===== config.mk =====
export PLATFORM = sky130hd
export DESIGN_NAME = uart_tx_fifo_param
export DESIGN_NICKNAME = d
export VERILOG_FILES = /design/src/rtl/uart_tx_fifo_param.sv
export SDC_FILE = /design/constraint.sdc
export NUM_CORES = 1
export LEC_CHECK = 0
export CAP_MARGIN = 0
export CELL_PAD_IN_SITES_DETAIL_PLACEMENT = 1
export CELL_PAD_IN_SITES_GLOBAL_PLACEMENT = 2
export CORE_MARGIN = 8
export CORE_UTILIZATION = 42
export DETAILED_ROUTE_END_ITERATION = 7
export PLACE_DENSITY_LB_ADDON = 0.1
export SYNTH_ARGS = -nofsm -noshare
export SYNTH_HDL_FRONTEND = slang
export SYNTH_SLANG_ARGS = --single-unit
export TNS_END_PERCENT = 20

===== constraint.sdc =====
create_clock -name i_clk_mhz -period 2.65 [get_ports i_clk_mhz]
set_input_delay 0.265 -clock i_clk_mhz [delete_from_list [all_inputs] [get_ports i_clk_mhz]]
set_output_delay 0.265 -clock i_clk_mhz [all_outputs]
set_load 0.005 [all_outputs]

===== src/rtl/uart_tx_fifo_param.sv =====
// uart_tx_fifo_param
// Transmit-only UART with an internal synchronous FIFO and in-block baud timing.
// Frame: one start bit (0), DATA_BITS payload bits LSB first, an optional
// even/odd parity bit, then STOP_BITS stop bits (1). Every bit lasts exactly
// BAUD_DIV clocks. Back-to-back frames leave no idle gap between them.
module uart_tx_fifo_param #(
    parameter int CLK_HZ     = 20000000,
    parameter int BAUD       = 115200,
    parameter int DATA_BITS  = 8,
    parameter int PARITY     = 0,
    parameter int STOP_BITS  = 1,
    parameter int FIFO_DEPTH = 16
) (
    input  logic                        i_clk_mhz,
    input  logic                        i_rstn_mhz,
    output logic                        eo_uart_tx,
    input  logic [DATA_BITS-1:0]        i_tx_data,
    input  logic                        i_tx_valid,
    output logic                        o_tx_ready,
    output logic                        o_tx_busy,
    output logic [$clog2(FIFO_DEPTH):0] o_fifo_count,
    output logic                        o_tx_overflow
);

    localparam int BAUD_DIV = (CLK_HZ + BAUD / 2) / BAUD;
    localparam int STOP_DIV = STOP_BITS * BAUD_DIV;
    localparam int PTR_W    = $clog2(FIFO_DEPTH);
    localparam int CNT_W    = PTR_W + 1;
    localparam int DIV_W    = $clog2(STOP_DIV + 1);
    localparam int IDX_W    = (DATA_BITS > 1) ? $clog2(DATA_BITS) : 1;

    localparam logic [CNT_W-1:0] FULL_COUNT = CNT_W'(FIFO_DEPTH);
    localparam logic [DIV_W-1:0] BIT_LOAD   = DIV_W'(BAUD_DIV - 1);
    localparam logic [DIV_W-1:0] STOP_LOAD  = DIV_W'(STOP_DIV - 1);
    localparam logic [IDX_W-1:0] LAST_IDX   = IDX_W'(DATA_BITS - 1);
    localparam logic             ODD_PARITY = (PARITY == 2);

    typedef enum logic [2:0] {
        S_IDLE,
        S_START,
        S_DATA,
        S_PARITY,
        S_STOP
    } state_t;

    // FIFO storage and bookkeeping
    logic [DATA_BITS-1:0] mem [FIFO_DEPTH];
    logic [PTR_W-1:0]     wr_ptr;
    logic [PTR_W-1:0]     rd_ptr;
    logic [CNT_W-1:0]     count;
    logic                 overflow;

    // Transmit engine
    state_t               state;
    logic [DIV_W-1:0]     baud_cnt;
    logic [IDX_W-1:0]     bit_idx;
    logic [DATA_BITS-1:0] shreg;
    logic                 par_bit;
    logic                 tx_line;

    logic push;
    logic pop;
    logic fifo_empty;
    logic bit_end;
    logic shift;

    // Ready comes from the registered count only, so a pop on a full cycle
    // does not open the door for a write in that same cycle.
    assign o_tx_ready = (count != FULL_COUNT);
    assign push       = i_tx_valid && o_tx_ready;
    assign fifo_empty = (count == '0);
    assign bit_end    = (baud_cnt == '0);

    // Head is consumed when leaving IDLE or when a stop period ends with data
    // waiting; the latter chains the next start bit with no idle gap.
    assign pop   = !fifo_empty && ((state == S_IDLE) || ((state == S_STOP) && bit_end));
    assign shift = bit_end && ((state == S_START) || (state == S_DATA));

    assign eo_uart_tx    = tx_line;
    assign o_tx_busy     = (state != S_IDLE);
    assign o_fifo_count  = count;
    assign o_tx_overflow = overflow;

    // FIFO payload storage; data captured at write time only
    always_ff @(posedge i_clk_mhz) begin
        if (push) begin
            mem[wr_ptr] <= i_tx_data;
        end
    end

    // Frame payload: load on pop, shift right as each data bit is launched
    always_ff @(posedge i_clk_mhz) begin
        if (pop) begin
            shreg   <= mem[rd_ptr];
            par_bit <= (^mem[rd_ptr]) ^ ODD_PARITY;
        end else if (shift) begin
            shreg <= shreg >> 1;
        end
    end

    // FIFO pointers, occupancy and the registered overflow pulse
    always_ff @(posedge i_clk_mhz or negedge i_rstn_mhz) begin
        if (!i_rstn_mhz) begin
            wr_ptr   <= '0;
            rd_ptr   <= '0;
            count    <= '0;
            overflow <= 1'b0;
        end else begin
            if (push) begin
                wr_ptr <= wr_ptr + PTR_W'(1);
            end
            if (pop) begin
                rd_ptr <= rd_ptr + PTR_W'(1);
            end
            if (push && !pop) begin
                count <= count + CNT_W'(1);
            end else if (pop && !push) begin
                count <= count - CNT_W'(1);
            end
            overflow <= i_tx_valid && !o_tx_ready;
        end
    end

    // Frame sequencer; the line flop is loaded with the level of the state being entered
    always_ff @(posedge i_clk_mhz or negedge i_rstn_mhz) begin
        if (!i_rstn_mhz) begin
            state    <= S_IDLE;
            baud_cnt <= '0;
            bit_idx  <= '0;
            tx_line  <= 1'b1;
        end else begin
            case (state)
                S_IDLE: begin
                    tx_line  <= 1'b1;
                    baud_cnt <= '0;
                    if (pop) begin
                        state    <= S_START;
                        tx_line  <= 1'b0;
                        bit_idx  <= '0;
                        baud_cnt <= BIT_LOAD;
                    end
                end

                S_START: begin
                    if (bit_end) begin
                        state    <= S_DATA;
                        tx_line  <= shreg[0];
                        bit_idx  <= '0;
                        baud_cnt <= BIT_LOAD;
                    end else begin
                        baud_cnt <= baud_cnt - DIV_W'(1);
                    end
                end

                S_DATA: begin
                    if (bit_end) begin
                        if (bit_idx == LAST_IDX) begin
                            if (PARITY != 0) begin
                                state    <= S_PARITY;
                                tx_line  <= par_bit;
                                baud_cnt <= BIT_LOAD;
                            end else begin
                                state    <= S_STOP;
                                tx_line  <= 1'b1;
                                baud_cnt <= STOP_LOAD;
                            end
                        end else begin
                            bit_idx  <= bit_idx + IDX_W'(1);
                            tx_line  <= shreg[0];
                            baud_cnt <= BIT_LOAD;
                        end
                    end else begin
                        baud_cnt <= baud_cnt - DIV_W'(1);
                    end
                end

                S_PARITY: begin
                    if (bit_end) begin
                        state    <= S_STOP;
                        tx_line  <= 1'b1;
                        baud_cnt <= STOP_LOAD;
                    end else begin
                        baud_cnt <= baud_cnt - DIV_W'(1);
                    end
                end

                S_STOP: begin
                    if (bit_end) begin
                        if (pop) begin
                            state    <= S_START;
                            tx_line  <= 1'b0;
                            bit_idx  <= '0;
                            baud_cnt <= BIT_LOAD;
                        end else begin
                            state    <= S_IDLE;
                            tx_line  <= 1'b1;
                            baud_cnt <= '0;
                        end
                    end else begin
                        baud_cnt <= baud_cnt - DIV_W'(1);
                    end
                end

                default: begin
                    state    <= S_IDLE;
                    tx_line  <= 1'b1;
                    baud_cnt <= '0;
                end
            endcase
        end
    end

endmodule

### Word level (Yosys, flattened, before mapping)

Memory sizes are Yosys's and may differ from the RTL's.
Cells that the tools add are included.

* memories kept: 1
* RAM bits: 128
* logic and storage cells: 84
* bits in read-only memories: 0
* input bits: 11
* register bits: 37
* output and inout port bits: 9
* bits in latches: 0

* divide/modulo/power cells: 0
* $mul: 0
* $add $sub $neg: 6
* shift-type cells: 0
* equal/unequal tests: 13
* multiplexer cells: 31
* bitwise gates (word level): 0
* reductions and logical operators: 24
* $lt $le $gt $ge: 0

Memories
* mem: depth 16, width 8, rd ports 1, clocked after Yosys merged registers in 0, write ports 1, RTL line 47 `logic [DATA_BITS-1:0] mem [FIFO_DEPTH];`

Operator list (count)
* $mux W8: 5
* $mux W3: 11
* $pmux W8 S3: 1
* $pmux W3 S5: 1
* $ne A2 B2 Y1 const B: 6
* $pmux W3 S4: 1
* $mux W5: 2
* $mux W1: 9
* $add A4 B1 Y4 const B: 2
* $logic_not A8 Y1: 1
* $sub A8 B1 Y8 const B: 1
* $logic_and A1 B1 Y1: 7
* $eq A3 B2 Y1 const B: 2
* $eq A3 B3 Y1 const B: 2
* $reduce_and A6 Y1: 1
* $add A5 B1 Y5 const B: 1
* $logic_not A5 Y1: 1
* $ne A5 B5 Y1 const B: 1
* $pmux W1 S5: 1
* $reduce_and A5 Y1: 1
* $sub A5 B1 Y5 const B: 1
* $logic_not A1 Y1: 4
* $reduce_and A4 Y1: 1
* $reduce_bool A2 Y1: 2
* 8 further kinds: 9

### Logic depth before layout (Yosys ltp)

* depth after elaboration: 7
* gate-level depth with buffers: 14
* depth with buffers taken out: 13

### Least setup slack after synthesis

Ideal clock, no wire load.

* kind: register -> register
* from: reg state[1]
* to: reg count[4], in the netlist o_fifo_count[4]
* data required time: 2570 ps
* buffers on the path: 2
* period minus slack after synthesis: 2654 ps
* setup time: 80 ps
* arrival: 2574 ps
* cell stages (with the launch flop): 14
* slack: -4 ps
* path through: dfrtp_1 > or2_0 > buf_2 > a21o_4 > a21oi_4 > inv_2 > buf_6 > ha_1 > inv_1 > ha_1 > a21o_1 > a21oi_1 > mux2i_1 > xnor2_1

* word-level cells in the longest chain between the ends: 7
* elaborated cells on any way between the ends: 10
* classes of those cells: eq/ne: 1; mux: 1; reduce/logical: 8

Ends and longest elaborated chain
* start: declaration: RTL line 54 `state_t state;`
* start signal: assignment: RTL line 127 `state <= S_IDLE;`
* start signal: assignment: RTL line 137 `state <= S_START;`
* start signal: assignment: RTL line 146 `state <= S_DATA;`
* $eq A3 B3 Y1: RTL line 76 `assign pop = !fifo_empty && ((state == S_IDLE) || ((state == S_STOP) && bit_end));`
* $logic_and A1 B1 Y1: RTL line 76
* $logic_or A1 B1 Y1 (*): RTL line 76
* $logic_and A1 B1 Y1 (*): RTL line 76
* $logic_not A1 Y1: RTL line 115 `if (push && !pop) begin`
* $logic_and A1 B1 Y1: RTL line 115
* $mux W5 or $reduce_bool A2 Y1 (tied branches)
* end signal: assignment: RTL line 116 `count <= count + CNT_W'(1);`
* end signal: assignment: RTL line 118 `count <= count - CNT_W'(1);`
* end: declaration: RTL line 50 `logic [CNT_W-1:0] count;`

Mark *: on every way between the ends. The rest lies on a longest branch, timed or not.
A chain may end at the register's enable or synchronous reset.

### Worst setup path in the final report

* from: reg count[3], in the netlist o_fifo_count[3]
* to: reg count[4], in the netlist o_fifo_count[4]

* word-level cells in the longest chain between the ends: 6
* elaborated cells on any way between the ends: 14
* classes of those cells: add/sub: 2; eq/ne: 1; mux: 2; reduce/logical: 9

Ends and longest elaborated chain
* parallel branches: the longest is 6 deep, another holds $sub A5 B1 Y5

Parallel ways; which one is timed is not known. The select of a mux whose other input is x is not followed.

==> reports/results.ini <==
[final_layout]
final_cell_area_um2 = 7980
fillCellCount = 1523
nNetsFinal = 464
drive_above_1_share = 0.220
seq_area_um2 = 4810
multi_input_area_um2 = 1940
synthToLayoutAreaGrowth_pct = 16.3
diodes = 0
final_util = 0.500

[sta]
setup_tns_ns = 0
skew_ns = 0.0101
hold_viol_final = 0
slew_violations = 0
setup_slack_ns = 0.207
slew_headroom = 0.258
rsz0062_at_grt = false
period_minus_slack_ns = 2.44
fin_crit_sh = 0.922
fmax_ghz = 0.409
setup_violations = 0
worst_slew_pin_slew_ns = 1.11

[worst_setup_path]
ff2ff_setup_slack_ns = 0.21
r2r_start = o_fifo_count[3]$_DFFE_PN0P_
critPathLaunchType = register
crit_path_top_delay_cell = dfrtp_2
critPathRequiredTime_ns = 2.99
slowest_delay_ns = 0.43
critPathTopFamily = simple AND/OR/NAND/NOR gates
cp_num_buf_inv = 1
cp.arrival_ns = 2.78
cp_cell_sequence = nor4_4 > nand2_1 > and2_1 > ha_2 > inv_2 > ha_4 > a21o_1 > a21oi_2 > mux2i_1 > xnor2_1
r2r_end = o_fifo_count[4]$_DFFE_PN0P_
critPathMaxFanout = 4
timing_worst_setup_path_type = reg2reg
end_kind = register
r2r_cells = 10

[power]
p_per_area_nw_per_um2 = 798
leakagePower_nw = 2.72
ir_drop_uv = 469

[synth]
synth_top_area_share = 0.595
yosysSeqAreaShare = 0.701
syn_area_per_cell_um2 = 17.3
async_flop_share = 0.176
synth_enable_flop_cells = 136
syn_inst = 396
synthMostInstantiatedCell = edfxtp_1
ys_ff_latch = 165
synth_top_flop_cell = edfxtp_1
syn-num-nets = 420
netlist_area_um2 = 6860
synthTopCellsByArea = edfxtp_1, mux4_2, dfrtp_1
yosys_warnings = 0
synthDistinctLibCells = 50
synth_common_cells = edfxtp_1, mux4_2, nand2_1
synth.largest_area_cell = edfxtp_1

[place]
place_area_um2 = 7400
pre_cts_slack_ns = 0.0559
dpl.hpwl_um = 9350
gp_congestion = 0.769
io_buffers = 19

[global_route]
grt_pass1_wl_um = 22500
grt_overflow = 0
grt_usage = 0.151
grt_pass1_vias = 3844
antenna_found_initial = 0
grt_max_degree = 36

[clock_network]
clock_latency_ns = 0.42
ctsHoldBuffers = 0
clkTransAtPathRegs_ns = 0.06
htreeDepth = 4
cts_sinks = 165
clockRootBuffer = clkbuf_16
numCtsBuffers = 17
cts_max_path_buffers = 2
cts_tree = done

[die]
fp.dieArea_um2 = 20700
start_util = 0.430
row_count = 46
core_um2 = 15900
die_x_um = 144
die_y_um = 144
ios = 20

[detailed_routing]
first_iter_violations = 227
num_vias = 3535
final_antenna_net_count = 0
wl_um = 14500
drc = 0
drt-vias-per-instance = 5.31
routedWlPerCell_um = 21.7
firstDrtPassIters = 4

[outcome]
outcome = complete, no violations

[job]
max-cap-violations = 0

[worst_hold_path]
hp-class = in2async

## final cells by class
type                       count  share of cell area
sequential                   165               0.603
tap                          216              0.0339
inverter                      11             0.00518
timing repair buffer          42              0.0486
clock inverter                10              0.0110
multi-input combinational    203               0.244
clock buffer                  19              0.0543
## sequential cells by signal (all words and copies together), names as in the netlist
signal,flops
baud_cnt,8
bit_idx,3
eo_uart_tx,1
mem,128
o_fifo_count,5
o_tx_overflow,1
rd_ptr,4
shreg,8
state,3
wr_ptr,4
## logic make-up (layout without fill, tap and decap cells)
logic type                 count (synthesis)  in the layout  synth area share
AOI/OAI and AO/OA                         39             39            0.0434
xor gates and xnor gates                  14             14            0.0179
adders and majority gates                 13             13            0.0248
buffers and inverters                     28             82            0.0195
DFF                                      165            165             0.701
muxes                                     49             49             0.130
and+or+nand+nor                           88             88            0.0633
## worst reg2reg max path: cells and delay by family (launching register included)
family	cells	cell delay, ns
AOI/OAI and AO/OA	2	0.32
xor gates and xnor gates	1	0.13
adders and majority gates	2	0.44
buffers and inverters	1	0.11
DFF	1	0.43
muxes	1	0.23
and+or+nand+nor	3	0.72
## layout by cell type, fill, tap and decap left out, drive strengths merged, types with 7 or more instances in the layout
master	count
clkdlybuf4s50	19
mux4	32
mux2i	16
o21ai	8
ha	12
nor3	9
dfrtp	28
inv	11
nand2	33
buf	23
xnor2	10
nor2	26
edfxtp	136
o221ai	7
a21oi	9
clkbuf	19
## routing by layer
layer,vias up,GRT usage,wire length (um)
li1,1613,-,-
met1,1867,0.206,7000
met2,41,0.234,6880
met3,14,0.0319,404
met4,0,0.0531,183
met5,-,0,0
## metrics by stage
stage          power, mW  instances  hold WS (ns)
2_1_floorplan       3.75        396       -0.0306
3_3_place_gp        4.12        633         0.455
3_5_place_dp        4.15        633         0.473
4_1_cts             6.37        662         0.147
5_1_grt             6.63        666         0.157
6_report            6.37        666         0.141
## worst max path at each step
| stage | start | end | slack (ns) | cells after the start |
|---|---|---|---|---|
| 2_1_floorplan | state[1]$_DFFE_PN0P_ | o_fifo_count[4]$_DFFE_PN0P_ | 0.03 | 13 |
| 3_3_place_gp | baud_cnt[0]$_DFF_PN0_ | o_fifo_count[4]$_DFFE_PN0P_ | 0.11 | 13 |
| 3_5_place_dp | baud_cnt[0]$_DFF_PN0_ | o_fifo_count[4]$_DFFE_PN0P_ | 0.06 | 13 |
| 4_1_cts | baud_cnt[0]$_DFF_PN0_ | o_fifo_count[4]$_DFFE_PN0P_ | 0.006 | 13 |
| 5_1_grt | o_fifo_count[3]$_DFFE_PN0P_ | o_fifo_count[4]$_DFFE_PN0P_ | 0.03 | 10 |
| 6_report | o_fifo_count[3]$_DFFE_PN0P_ | o_fifo_count[4]$_DFFE_PN0P_ | 0.21 | 10 |
## timing repair
item                       in CTS  in global routing
buffers inserted                0                  4
resized for setup               0                  6
setup endpoints to repair       0                  2
## report_power, final
group	total, mW	internal [mW]	switching (mW)	leakage (nW)
Clock	2.23	1.27	0.958	0.246
Combinational	0.911	0.404	0.506	0.903
Sequential	3.23	3.09	0.145	1.57
Power figures use the tool's default switching activity.
